`config.mk`:
```
export PLATFORM = sky130hd
export DESIGN_NAME = rect_plotter_flat
export DESIGN_NICKNAME = d
export VERILOG_FILES = /design/src/rtl/pong_pkg.sv /design/src/rtl/rect_plotter_if.sv /design/src/rtl/rect_scan_counter.sv /design/src/rtl/rect_plotter.sv /design/src/flat_wrapper.sv
export SDC_FILE = /design/constraint.sdc
export NUM_CORES = 1
export LEC_CHECK = 0
export ABC_AREA = 1
export CAP_MARGIN = 0
export CORE_ASPECT_RATIO = 1.1
export CORE_UTILIZATION = 52
export CTS_CLUSTER_SIZE = 20
export DETAILED_ROUTE_END_ITERATION = 10
export PLACE_DENSITY_LB_ADDON = 0.05
export SYNTH_ARGS = -nofsm -noshare
export SYNTH_HDL_FRONTEND = slang
export SYNTH_HIERARCHICAL = 1
export SYNTH_SLANG_ARGS = --single-unit
```
`constraint.sdc`:
```
create_clock -name clk -period 2.04 [get_ports clk]
set_input_delay 0.306 -clock clk [delete_from_list [all_inputs] [get_ports clk]]
set_output_delay 0.306 -clock clk [all_outputs]
set_load 0.005 [all_outputs]
```
`src/rtl/pong_pkg.sv`:
```
// Shared constants for the pong drawing path: screen geometry, field widths,
// colour constants and the rect_plotter state encoding.
package pong_pkg;

  // Visible screen and coordinate field widths
  localparam int SCR_W = 160;
  localparam int SCR_H = 120;
  localparam int X_W   = 8;
  localparam int Y_W   = 7;
  localparam int C_W   = 3;
  localparam int SZ_W  = 5;

  // Colours used by the object controllers
  localparam logic [2:0] BLACK = 3'b000;
  localparam logic [2:0] WHITE = 3'b111;
  localparam logic [2:0] BG    = 3'b011;

  // rect_plotter state encoding
  localparam int         ST_W    = 2;
  localparam logic [1:0] ST_IDLE = 2'd0;
  localparam logic [1:0] ST_PLOT = 2'd1;
  localparam logic [1:0] ST_DONE = 2'd2;

  // Debug view of the plotter: FSM state plus scan position
  typedef struct packed {
    logic [ST_W-1:0] state;
    logic [SZ_W-1:0] cx;
    logic [SZ_W-1:0] cy;
  } rp_dbg_t;

endpackage

```
`src/rtl/rect_plotter_if.sv`:
```
// Draw-command and pixel-stream bundle between a drawing client and the
// rectangle plotter.
//
// Handshake: a command transfers on a rising clk edge where cmd_valid and
// cmd_ready are both 1. cmd_ready depends only on the plotter state, never on
// cmd_valid. The client may change or drop the cmd_* fields at any time;
// they are only sampled on the transfer edge.
interface rect_plotter_if #(
  parameter int X_W  = pong_pkg::X_W,
  parameter int Y_W  = pong_pkg::Y_W,
  parameter int C_W  = pong_pkg::C_W,
  parameter int SZ_W = pong_pkg::SZ_W
) ();

  // Command side
  logic            cmd_valid;
  logic            cmd_ready;
  logic [X_W-1:0]  cmd_x;
  logic [Y_W-1:0]  cmd_y;
  logic [SZ_W-1:0] cmd_w;
  logic [SZ_W-1:0] cmd_h;
  logic [C_W-1:0]  cmd_colour;

  // Pixel side towards vga_adapter, plus status
  logic [X_W-1:0]  x;
  logic [Y_W-1:0]  y;
  logic [C_W-1:0]  colour;
  logic            plot;
  logic            busy;
  logic            done;

  // Drawing controller side
  modport master (
    output cmd_valid, cmd_x, cmd_y, cmd_w, cmd_h, cmd_colour,
    input  cmd_ready, x, y, colour, plot, busy, done
  );

  // Plotter side
  modport slave (
    input  cmd_valid, cmd_x, cmd_y, cmd_w, cmd_h, cmd_colour,
    output cmd_ready, x, y, colour, plot, busy, done
  );

endinterface

```
`src/rtl/rect_scan_counter.sv`:
```
// Row-major scan counter for a w x h rectangle: cx runs 0..w-1, then wraps
// and advances cy. 'last' marks the final pixel of the rectangle.
module rect_scan_counter #(
  parameter int SZ_W = pong_pkg::SZ_W
) (
  input  logic            clk,
  input  logic            resetn,
  input  logic            clr_i,
  input  logic            en_i,
  input  logic [SZ_W-1:0] w_i,
  input  logic [SZ_W-1:0] h_i,
  output logic [SZ_W-1:0] cx_o,
  output logic [SZ_W-1:0] cy_o,
  output logic            last_o
);
  import pong_pkg::*;

  logic [SZ_W-1:0] cx_q, cx_d;
  logic [SZ_W-1:0] cy_q, cy_d;
  logic            row_end;

  assign row_end = (cx_q == w_i - 1'b1);
  assign last_o  = row_end && (cy_q == h_i - 1'b1);
  assign cx_o    = cx_q;
  assign cy_o    = cy_q;

  // Next position: clear wins, otherwise step along the row and wrap to the next
  always_comb begin
    cx_d = cx_q;
    cy_d = cy_q;
    if (clr_i) begin
      cx_d = '0;
      cy_d = '0;
    end else if (en_i) begin
      if (row_end) begin
        cx_d = '0;
        cy_d = cy_q + 1'b1;
      end else begin
        cx_d = cx_q + 1'b1;
      end
    end
  end

  // Position registers
  always_ff @(posedge clk or negedge resetn) begin
    if (!resetn) begin
      cx_q <= '0;
      cy_q <= '0;
    end else begin
      cx_q <= cx_d;
      cy_q <= cy_d;
    end
  end

endmodule

```
`src/rtl/rect_plotter.sv`:
```
// Rectangle fill engine: accepts one draw command, streams one pixel per clock
// to the VGA adapter (clipping off-screen pixels by holding plot low), then
// pulses done for one cycle.
module rect_plotter #(
  parameter int X_W   = pong_pkg::X_W,
  parameter int Y_W   = pong_pkg::Y_W,
  parameter int C_W   = pong_pkg::C_W,
  parameter int SZ_W  = pong_pkg::SZ_W,
  parameter int SCR_W = pong_pkg::SCR_W,
  parameter int SCR_H = pong_pkg::SCR_H
) (
  input  logic        clk,
  input  logic        resetn,
  rect_plotter_if.slave bus,
  output logic [1:0]  dbg_state_o
);
  import pong_pkg::*;

  logic [1:0]      state_q, state_d;
  logic [X_W-1:0]  x0_q, x0_d;
  logic [Y_W-1:0]  y0_q, y0_d;
  logic [SZ_W-1:0] w_q, w_d;
  logic [SZ_W-1:0] h_q, h_d;
  logic [C_W-1:0]  col_q, col_d;

  logic            accept;
  logic            in_plot;
  logic [SZ_W-1:0] cx;
  logic [SZ_W-1:0] cy;
  logic            last;
  logic [X_W:0]    sx;
  logic [Y_W:0]    sy;

  assign accept  = bus.cmd_valid && (state_q == ST_IDLE);
  assign in_plot = (state_q == ST_PLOT);

  rect_scan_counter #(.SZ_W(SZ_W)) u_scan (
    .clk    (clk),
    .resetn (resetn),
    .clr_i  (accept),
    .en_i   (in_plot),
    .w_i    (w_q),
    .h_i    (h_q),
    .cx_o   (cx),
    .cy_o   (cy),
    .last_o (last)
  );

  // FSM transitions and command capture
  always_comb begin
    state_d = state_q;
    x0_d    = x0_q;
    y0_d    = y0_q;
    w_d     = w_q;
    h_d     = h_q;
    col_d   = col_q;
    case (state_q)
      ST_IDLE: begin
        if (accept) begin
          x0_d  = bus.cmd_x;
          y0_d  = bus.cmd_y;
          w_d   = bus.cmd_w;
          h_d   = bus.cmd_h;
          col_d = bus.cmd_colour;
          if ((bus.cmd_w == '0) || (bus.cmd_h == '0)) state_d = ST_DONE;
          else                                        state_d = ST_PLOT;
        end
      end
      ST_PLOT: begin
        if (last) state_d = ST_DONE;
      end
      ST_DONE: begin
        state_d = ST_IDLE;
      end
      default: begin
        state_d = ST_IDLE;
      end
    endcase
  end

  // State and command latches
  always_ff @(posedge clk or negedge resetn) begin
    if (!resetn) begin
      state_q <= ST_IDLE;
      x0_q    <= '0;
      y0_q    <= '0;
      w_q     <= '0;
      h_q     <= '0;
      col_q   <= '0;
    end else begin
      state_q <= state_d;
      x0_q    <= x0_d;
      y0_q    <= y0_d;
      w_q     <= w_d;
      h_q     <= h_d;
      col_q   <= col_d;
    end
  end

  // Pixel address is one bit wider than the screen field so that
  // rectangles hanging off the right/bottom edge are detected, not wrapped.
  assign sx = {1'b0, x0_q} + {{(X_W + 1 - SZ_W){1'b0}}, cx};
  assign sy = {1'b0, y0_q} + {{(Y_W + 1 - SZ_W){1'b0}}, cy};

  assign bus.x         = sx[X_W-1:0];
  assign bus.y         = sy[Y_W-1:0];
  assign bus.colour    = col_q;
  assign bus.plot      = in_plot && (sx < (X_W + 1)'(SCR_W)) && (sy < (Y_W + 1)'(SCR_H));
  assign bus.busy      = (state_q != ST_IDLE);
  assign bus.done      = (state_q == ST_DONE);
  assign bus.cmd_ready = (state_q == ST_IDLE);
  assign dbg_state_o   = state_q;

endmodule

```
`src/flat_wrapper.sv`:
```
// flat-port wrapper written by rule: the top's interface ports become plain ports
module rect_plotter_flat import pong_pkg::*;
#(
  parameter int X_W   = pong_pkg::X_W,
  parameter int Y_W   = pong_pkg::Y_W,
  parameter int C_W   = pong_pkg::C_W,
  parameter int SZ_W  = pong_pkg::SZ_W,
  parameter int SCR_W = pong_pkg::SCR_W,
  parameter int SCR_H = pong_pkg::SCR_H
)
  (clk, resetn, dbg_state_o, bus_cmd_valid, bus_cmd_x, bus_cmd_y, bus_cmd_w, bus_cmd_h, bus_cmd_colour, bus_cmd_ready, bus_x, bus_y, bus_colour, bus_plot, bus_busy, bus_done);
  rect_plotter_if #(.X_W(X_W), .Y_W(Y_W), .C_W(C_W), .SZ_W(SZ_W)) bus_i ();
  input  logic clk;
  input  logic resetn;
  output logic [1:0] dbg_state_o;
  input wire logic [$bits(bus_i.cmd_valid)-1:0] bus_cmd_valid;
  input wire logic [$bits(bus_i.cmd_x)-1:0] bus_cmd_x;
  input wire logic [$bits(bus_i.cmd_y)-1:0] bus_cmd_y;
  input wire logic [$bits(bus_i.cmd_w)-1:0] bus_cmd_w;
  input wire logic [$bits(bus_i.cmd_h)-1:0] bus_cmd_h;
  input wire logic [$bits(bus_i.cmd_colour)-1:0] bus_cmd_colour;
  output wire logic [$bits(bus_i.cmd_ready)-1:0] bus_cmd_ready;
  output wire logic [$bits(bus_i.x)-1:0] bus_x;
  output wire logic [$bits(bus_i.y)-1:0] bus_y;
  output wire logic [$bits(bus_i.colour)-1:0] bus_colour;
  output wire logic [$bits(bus_i.plot)-1:0] bus_plot;
  output wire logic [$bits(bus_i.busy)-1:0] bus_busy;
  output wire logic [$bits(bus_i.done)-1:0] bus_done;
  assign bus_i.cmd_valid = bus_cmd_valid;
  assign bus_i.cmd_x = bus_cmd_x;
  assign bus_i.cmd_y = bus_cmd_y;
  assign bus_i.cmd_w = bus_cmd_w;
  assign bus_i.cmd_h = bus_cmd_h;
  assign bus_i.cmd_colour = bus_cmd_colour;
  assign bus_cmd_ready = bus_i.cmd_ready;
  assign bus_x = bus_i.x;
  assign bus_y = bus_i.y;
  assign bus_colour = bus_i.colour;
  assign bus_plot = bus_i.plot;
  assign bus_busy = bus_i.busy;
  assign bus_done = bus_i.done;
  rect_plotter #(.X_W(X_W), .Y_W(Y_W), .C_W(C_W), .SZ_W(SZ_W), .SCR_W(SCR_W), .SCR_H(SCR_H)) u_core (.clk(clk), .resetn(resetn), .bus(bus_i), .dbg_state_o(dbg_state_o));
endmodule
```
==> impl_metrics.ini, run 1 <==
[run_status]
status = finished, violations left
violations = hold timing, setup timing

[clock_network]
cts_root_buffer = clkbuf_8
path_clk_slew_ns = 0.09
cts.sink_count = 40
clock_latency_ns = 0.30
h-tree-depth = 2
clockBufferDepth = 2
tritoncts = done
cts_buffers = 5
hold_buffers = 0

[timing]
worst_slack_ns = -0.2517
fin_skew_ns = 0.01437
fin_crit_sh_pct = 112.3
tightest_slew_ns = 0.5683
whs_ns = -0.002803
setup-violations-final = 9
rsz0062_at_grt = true
slew-limit-headroom_pct = 62.11
period_needed_ns = 2.292
slew_viol_final = 0
hold_viol = 5
finalSetupTns_ns = -1.040
timing.fmax_ghz = 0.4364

[floorplanning]
fp.coreArea_um2 = 4782
initial_core_util_pct = 55.68
rows = 26
die_w_um = 70.23
die_h_um = 77.05
io_pins = 55
design.die.area_um2 = 5411

[global_routing]
grt_pass1_wl_mm = 12.39
grt_max_degree = 30
overflow = 0
grt_pass1_vias = 2884
gr-usage-all-layers_pct = 28.81
antenna_found_initial = 0

[critical_path]
worst-setup-path-type = reg2out
arrival_ns = 1.99
endpoint_kind = primary output
start_kind = register
required_ns = 1.73
worstPathMaxFanout = 3

[final_layout]
diodes = 0
drive_gt1_share_pct = 28.40
n_fill_cell = 311
nets = 532
fin_util_pct = 82.21
area_growth_pct = 47.65

[synth]
syn_area_per_cell_um2 = 7.081
synthCells = 376
ys.flop_type = dfrtp_1
synth.top_cell.area_share_pct = 37.59
synth_edf_count = 0
synth-async-reset-ratio_pct = 100.0
ys_warn_count = 6
ys_seq_area_share_pct = 37.59
synth-seq-cells = 40
synth_area_um2 = 2663
synth.top_cells.by_area = dfrtp_1, nand2_1, inv_1
syn_nets = 423
synth_top_area_cell = dfrtp_1
synth_cell_types = 30

[route]
dr.pass1.iters = 5
drc = 0
vias = 2905
wl_per_cell_um = 14.21
vias_per_cell = 5.360
totalWireLength_mm = 7.700
drt_iter0_drc = 173
antenna_left = 0

[power]
peakVddDrop_v = 0.001041
p_leak_nw = 2.097
power.total_w = 0.006190
powerDensity_nw_per_um2 = 1574

[placement]
io_buffers = 54
place_congestion = 0.8367
dp_hpwl_mm = 4.831

[flow_run]
cap_violations = 0

[hold_path]
hold_path.class = in2async
metrics by stage:
step / std cells / setup slack [ns] / cell area (um2)
global route: 542 / -0.3627 / 3931
floorplan: 376 / 0.1691 / 2663
global placement: 510 / -0.2529 / 3465
CTS: 531 / -0.2481 / 3769
finish: 542 / -0.2517 / 3931
detailed placement: 510 / -0.3332 / 3465
cell usage after synthesis, drive strengths merged, types with 2 or more instances:
cell type	n
o21ai	13
ha	14
xnor2	7
fa	2
nand3	21
nor3	4
nand2	155
a21oi	6
buf	6
dfrtp	40
xor2	9
nand4	10
nor2	26
nand3b	2
inv	53
or2	3
where the power goes:
group | switching, W | internal, W | leakage [nW]
sequential | 0.000336 | 0.00114 | 0.504
combinational | 0.00205 | 0.00211 | 1.55
clock | 0.000276 | 0.000276 | 0.0455
routing by layer:
| metal | vias up | global-route usage [%] | routed length, um |
|---|---|---|---|
| met5 | - | 0 | 0 |
| met4 | 0 | 11.80 | 280 |
| met3 | 32 | 4.993 | 488 |
| met2 | 138 | 51.62 | 3930 |
| met1 | 1347 | 33.50 | 3001 |
| li1 | 1388 | - | - |
area by class of cell:
cell class,instances,area [um2],area share [%]
multi-input combinational,276,1634,41.57
sequential,40,1001,25.46
timing repair buffer,109,937.1,23.84
inverter,53,198.9,5.060
clock buffer,8,90.09,2.292
tap,56,70.07,1.782
registers in the layout, indices dropped and copies added, names as in the netlist:
| register | flops |
|---|---|
| u_core/y0_q | 7 |
| u_core/w_q | 5 |
| u_core/u_scan/cx_o | 5 |
| u_core/x0_q | 8 |
| u_core/bus.colour | 3 |
| u_core/u_scan/cy_o | 5 |
| u_core/h_q | 5 |
| u_core/dbg_state_o | 2 |
critical path, stage by stage (launching register included):
cell      delay [ns]
dfrtp_1         0.37
ha_2            0.20
inv_2           0.04
fa_2            0.37
buf_6           0.14
o21bai_4        0.13
nand2_1         0.09
nand3_1         0.09
nor2_1          0.05
nand2_1         0.06
nor2_1          0.04
buf_2           0.12
layout by cell type, fill, tap and decap left out, types with 2 or more instances in the layout:
master / Yosys / final
nand3b_1: 2 / 2
fa_2: 0 / 2
nor2_2: 2 / 4
buf_6: 0 / 12
ha_4: 0 / 6
a21oi_4: 0 / 2
dfrtp_1: 40 / 40
a21oi_1: 5 / 4
nor3_1: 4 / 4
nand4_1: 10 / 10
nand3_2: 2 / 6
nand2_2: 5 / 25
clkbuf_1: 1 / 2
or2_1: 1 / 2
buf_2: 5 / 9
clkbuf_2: 0 / 2
ha_1: 14 / 5
inv_2: 2 / 10
clkdlybuf4s50_1: 0 / 39
nand2_1: 148 / 128
clkbuf_8: 0 / 6
nand3_1: 19 / 15
o21ai_0: 13 / 13
xnor2_1: 7 / 6
inv_1: 51 / 43
buf_4: 1 / 45
ha_2: 0 / 3
nor2_1: 24 / 22
nand2_4: 2 / 2
xor2_1: 9 / 8
final timing paths:
path | slack [ns] | to | cells past startpoint | from
worst max-delay path | -0.25 | bus_plot | 11 | u_core/u_scan/cx_o[0]
worst min-delay path | -0.003 | u_core/u_scan/cy_o[3] | 1 | resetn
worst max register to register | 0.32 | u_core/dbg_state_o[1] | 10 | u_core/h_q[0]
worst min register to register | 0.49 | u_core/bus.colour[2] | 2 | u_core/bus.colour[2]
max in group asynchronous | 1.49 | u_core/u_scan/cy_o[1] | 2 | resetn
min in group clk | 0.49 | u_core/bus.colour[2] | 2 | u_core/bus.colour[2]
kinds of logic (layout without fill, tap and decap cells):
group | after synthesis | count (layout) | synth area share (%)
buf+inv | 60 | 170 | 8.834
xor+xnor | 16 | 16 | 5.263
fa+ha+maj | 16 | 16 | 8.083
simple gates | 221 | 221 | 35.43
flops | 40 | 40 | 37.59
compound gates | 23 | 23 | 4.794
what timing repair did:
| action | 4_1_cts | 5_1_grt |
|---|---|---|
| resized for setup | 76 | 35 |
| setup endpoints to repair | 14 | 13 |
| pin swaps | 27 | 28 |
| setup buffers | 13 | 13 |
(Power assumes the default switching activity.)
==> inputs of run 2 (changes only) <==
--- a/config.mk
+++ b/config.mk
@@ -6,7 +6,7 @@
 export NUM_CORES = 1
 export LEC_CHECK = 0
 export ABC_AREA = 1
-export CAP_MARGIN = 0
+export CAP_MARGIN = 20
 export CORE_ASPECT_RATIO = 1.1
 export CORE_UTILIZATION = 52
 export CTS_CLUSTER_SIZE = 20
==> results of run 2 <==
The final DEF is identical to that of run 1; final timing and power are the same.
